[src/rtl/regfile_sb.sv]
// Parametrised register file with write-to-read bypass, per-register busy scoreboard
// for in-flight loads, and an NZP condition-code register.
module regfile_sb #(
    parameter int DATA_W = 16,
    parameter int ADDR_W = 3
) (
    input  logic              clk,
    input  logic              reset,
    input  logic              wr_en,
    input  logic [ADDR_W-1:0] wr_addr,
    input  logic [DATA_W-1:0] wr_data,
    input  logic              ld_cc,
    input  logic              rsv_en,
    input  logic [ADDR_W-1:0] rsv_addr,
    input  logic [ADDR_W-1:0] rd_addr1,
    input  logic [ADDR_W-1:0] rd_addr2,
    output logic [DATA_W-1:0] rd_data1,
    output logic [DATA_W-1:0] rd_data2,
    output logic              busy1,
    output logic              busy2,
    output logic [2:0]        cc,
    output logic              any_busy
);

    localparam int DEPTH = 1 << ADDR_W;

    logic [DATA_W-1:0] mem_q [DEPTH];
    logic [DEPTH-1:0]  busy_q;
    logic [DEPTH-1:0]  busy_d;
    logic [2:0]        cc_q;
    logic              any_busy_q;
    logic              wr_hit1_s;
    logic              wr_hit2_s;

    function automatic logic [2:0] nzp_of(input logic [DATA_W-1:0] v);
        nzp_of = {v[DATA_W-1], (v == {DATA_W{1'b0}}), (~v[DATA_W-1]) & (v != {DATA_W{1'b0}})};
    endfunction

    // Busy next state: reset clears, a reserve outranks a completing write to the same index
    always_comb begin
        busy_d = busy_q;
        for (int i = 0; i < DEPTH; i++) begin
            if (!reset) begin
                busy_d[i] = 1'b0;
            end else if (rsv_en && (rsv_addr == ADDR_W'(i))) begin
                busy_d[i] = 1'b1;
            end else if (wr_en && (wr_addr == ADDR_W'(i))) begin
                busy_d[i] = 1'b0;
            end else begin
                busy_d[i] = busy_q[i];
            end
        end
    end

    // Register storage
    always_ff @(posedge clk) begin
        if (!reset) begin
            for (int i = 0; i < DEPTH; i++) begin
                mem_q[i] <= {DATA_W{1'b0}};
            end
        end else if (wr_en) begin
            mem_q[wr_addr] <= wr_data;
        end
    end

    // Scoreboard, condition codes and summary busy flag
    always_ff @(posedge clk) begin
        if (!reset) begin
            busy_q     <= {DEPTH{1'b0}};
            cc_q       <= 3'b010;
            any_busy_q <= 1'b0;
        end else begin
            busy_q     <= busy_d;
            any_busy_q <= |busy_d;
            if (ld_cc) begin
                cc_q <= nzp_of(wr_data);
            end
        end
    end

    // Bypass the in-flight write to the read ports; suppressed while in reset
    always_comb begin
        wr_hit1_s = wr_en && (wr_addr == rd_addr1);
        wr_hit2_s = wr_en && (wr_addr == rd_addr2);
        if (wr_hit1_s && reset) begin
            rd_data1 = wr_data;
        end else begin
            rd_data1 = mem_q[rd_addr1];
        end
        if (wr_hit2_s && reset) begin
            rd_data2 = wr_data;
        end else begin
            rd_data2 = mem_q[rd_addr2];
        end
        busy1 = busy_q[rd_addr1] & ~wr_hit1_s;
        busy2 = busy_q[rd_addr2] & ~wr_hit2_s;
    end

    assign cc       = cc_q;
    assign any_busy = any_busy_q;

endmodule

[config.mk]
export PLATFORM = sky130hd
export DESIGN_NAME = regfile_sb
export DESIGN_NICKNAME = d
export VERILOG_FILES = /design/src/rtl/regfile_sb.sv
export SDC_FILE = /design/constraint.sdc
export NUM_CORES = 1
export LEC_CHECK = 0
export ABC_AREA = 1
export BUFFER_PORTS_ARGS = -buffer_cell sky130_fd_sc_hd__buf_4
export CORE_UTILIZATION = 50
export DETAILED_ROUTE_END_ITERATION = 8
export GPL_ROUTABILITY_DRIVEN = 0
export PLACE_DENSITY = 0.71
export SYNTH_ARGS = -nofsm -noshare
export SYNTH_HDL_FRONTEND = slang
export SYNTH_SLANG_ARGS = --single-unit
[constraint.sdc]
create_clock -name clk -period 2.35 [get_ports clk]
set_input_delay 0.705 -clock clk [delete_from_list [all_inputs] [get_ports clk]]
set_output_delay 0.705 -clock clk [all_outputs]
set_load 0.05 [all_outputs]
==> metrics.md <==
| Metric | Value |
|---|---|
| Status | finished with violations |
| Failing checks | setup timing |
| Vias | slightly below 8000 |
| Port bufs | 70 |
| Boundary pin count | 71 |
| Worst setup EP type | output port |
| Antenna violations before repair | 0 |
| Startpoint class of the critical path | input port |
| Compound-Gate Fraction of Synth Area | between 10% and 20% |
| Main synth FF type | edfxtp_1 |
| Synth top area cells | edfxtp_1 (48%), nand2_1 (9.4%), nor2_1 (7.4%), nand3_1 (6.8%), o211ai_1 (6.0%) |
| Post-layout util | slightly above 70% |
| Post-synth EDFFs | 128 |
| Inst Count DP | 1288 |
| Clock Skew | 1.60 ps |
| Synth Area in XOR/XNOR | 0% |
| Vias in the first global route | around 7500 |
| Clk slew on worst S/H paths | about 60 ps |
| H-tree levels | 4 |
| Fmax | between 300 and 400 MHz |
| Worst-skew pair later-pin latency | 430 ps |
| Slowest stage delay, CP | around 170 ps |
| Critical path class | in2out |
| CTS Root Buffer Type | clkbuf_16 |
| Final ANT Viol Nets | 0 |
| Cell Chain, Critical Path | buf_6 > buf_6 > nand2_2 > o21ai_2 > nor2_2 > nand2_2 > nor2_4 > buf_12 > nand2_1 > nand2_4 > buf_8 |
| First-pass GRT wire length | just over 40000 microns |
| Synthesized area | roughly 8000 sq um |
| Initial Utilization | 51.8% |
| Post-synthesis mux area share | 0% |
| Clock sinks | between 100 and 150 |
| Delay-heaviest family, CP | simple AND/OR/NAND/NOR gates |
| Num rows | 45 |
| Post-synth top area share | between 40 and 50% |
| Post-DP HPWL | 16100 microns |
| Drt wl/cell | roughly 21 microns |
| CTS Hold Bufs | 0 |
| NumNets Final | between 1000 and 1500 |
| Worst path arrival time | just under 2000 ps |
| Leakage power | between 4 and 5 nW |
| Setup_tns | -7600 ps |
| Final Cycle Share | 112% |
| DRC viols | 0 |
| 1st-pass router iterations | 6 |
| Largest family of logic cells by synthesized area | simple AND/OR/NAND/NOR gates |
| Maxcap violations | 0 |
| Layout cells sized above 1 | about a quarter |
| Ant diodes | 0 |
| Hold Path Class | reg2reg |
| Post-synthesis area per instance | 7.97 sq um |
| Hold slack | between 400 and 500 ps |
| Final hold vios | 0 |
| Cell variety after synth | 22 |
| Core ar. | ~15000 sq um |
| Synthesized flop and latch total | 140 |
| Worst path slowest cell | buf_12 |
| Sequential cell area | 4080 sq um |
| Post-Synth Adder-Cell Area | 0% |
| Syn Nets | slightly above 1000 |
| Async S/R FF share, synth | 0% |
| Synth Area in Simple Gates | between 20% and 30% |
| Required time worst endpoint | 1640 ps |
| Largest net degree at the start of global routing | 65 |
| Syn-to-layout area delta | 36.7% |
| Fillers | 1160 |
| Final min period | around 2600 ps |
| Die W | between 100 and 150 microns |
| Peak VDD IR | roughly 0.57 mV |
| Final Instance Count excl. Fillers | approximately 1300 |
| Cell count after synthesis | 1003 |
| Area of the multi-input gates | 3750 sq um |
| Pins Over Slew Limit | 0 |
| Die area | 16500 sq um |
| Total global routing overflow | 0 |
| Iter 0 DRT Violations | between 900 and 1000 |
| P per Cell Area | around 670 nW/um^2 |
| Setup slack after layout | -282 ps |
| Worst-case clock buffer depth | 2 |
| Leading area contributor after synthesis | edfxtp_1 |
| Chip height | ~130 microns |
| Synth warnings | 0 |
| Routed WL | roughly 27000 microns |
| Routed vias/inst | around 6 |
| RSZ-0062 raised after global routing | true |
| Setup violations, final | 34 |
| CTS tree | yes |
| Sum of buffers and inverters on the critical path | 4 |
| Slew of the pin with the lowest slew margin | 379 ps |
| CP max FO | 16 |
| Global Route Usage Sum | between 30% and 40% |
| Slew margin rel. | roughly 75% |
| Seq/Total Area, Yosys | approximately 51% |
| TritonCTS Buffers | 17 |
## through the flow
stage,power (mW),cell area (sq um),worst slack (ps)
CTS,7.17,10700,-217
floorplan,3.92,8300,-51.1
global route,7.47,10900,-335
detailed placement,4.42,9510,-440
finish,7.27,10900,-282
global placement,4.40,9510,-397
## report_power, final
group / switching, mW / internal (mW) / total [mW]
sequential: 0.0604 / 2.88 / 2.94
clock: 1.05 / 1.54 / 2.59
combinational: 1.08 / 0.658 / 1.74
## Yosys cell counts (4+ instances only)
library cell	instances
buf_6	4
buf_2	25
o21ai_0	80
dfxtp_1	12
o211ai_1	64
nand3_1	108
inv_1	97
nor2_1	157
clkinv_1	12
clkbuf_1	31
a21oi_1	71
edfxtp_1	128
nand2_1	201
## state kept, by name, summed over array words and instances, names as in the netlist
register,count
cc,3
mem_q,128
any_busy,1
busy_q,8
## per-layer routing
| layer | track usage, % | vias to the layer above | routed length [microns] |
|---|---|---|---|
| met4 | 18.5 | 0 | 1320 |
| met5 | 0 | - | 0 |
| met3 | 6.78 | 91 | 2550 |
| met1 | 40.8 | 3665 | 10100 |
| li1 | - | 3613 | - |
| met2 | 57.9 | 488 | 13500 |
## cells by family (layout without fill, tap and decap cells)
group,count (synthesis),count (layout)
buf+inv,175,294
flops,140,140
simple gates,470,470
compound gates,218,218
## worst register-to-register path, cell delays in order (launching register included)
cell	delay (ps)
dfxtp_1	320
nand2_1	70
nand2_1	50
nand2_1	70
nand2_1	60
nor2_1	130
nand2_1	60
## placed cells by master (no fill, tap or decap), drive strengths merged
master    instances
a21oi            72
buf             151
bufbuf            2
bufinv            2
clkbuf           18
clkinv           19
clkinvlp          4
dfxtp            12
edfxtp          128
inv              98
nand2           201
nand3           109
nand4             1
nor2            159
o211ai           64
o21ai            82
## layout make-up
type,count,area share (%)
clock buffers,18,3.93
clock inverters,13,1.16
inverters,110,3.95
multi-input cells,688,34.4
flip-flops and latches,140,37.4
well taps,211,2.42
repair buffers,153,16.8
## worst paths after layout
path	startpoint	endpoint	slack, ps	depth (start not counted)
max	wr_addr[1]	rd_data2[5]	-280	11
min	cc[1]	cc[1]	470	2
max reg2reg	busy_q[0]	any_busy	1490	6
min reg2reg	cc[1]	cc[1]	470	2
## repair_timing
action / in CTS / in global routing
gates resized for setup: 142 / 55
buffers inserted: 9 / 5
endpoints found under the setup margin: 34 / 34
cloned: 4 / 0
pin swaps: 21 / 12
Power figures use the tool's default switching activity.
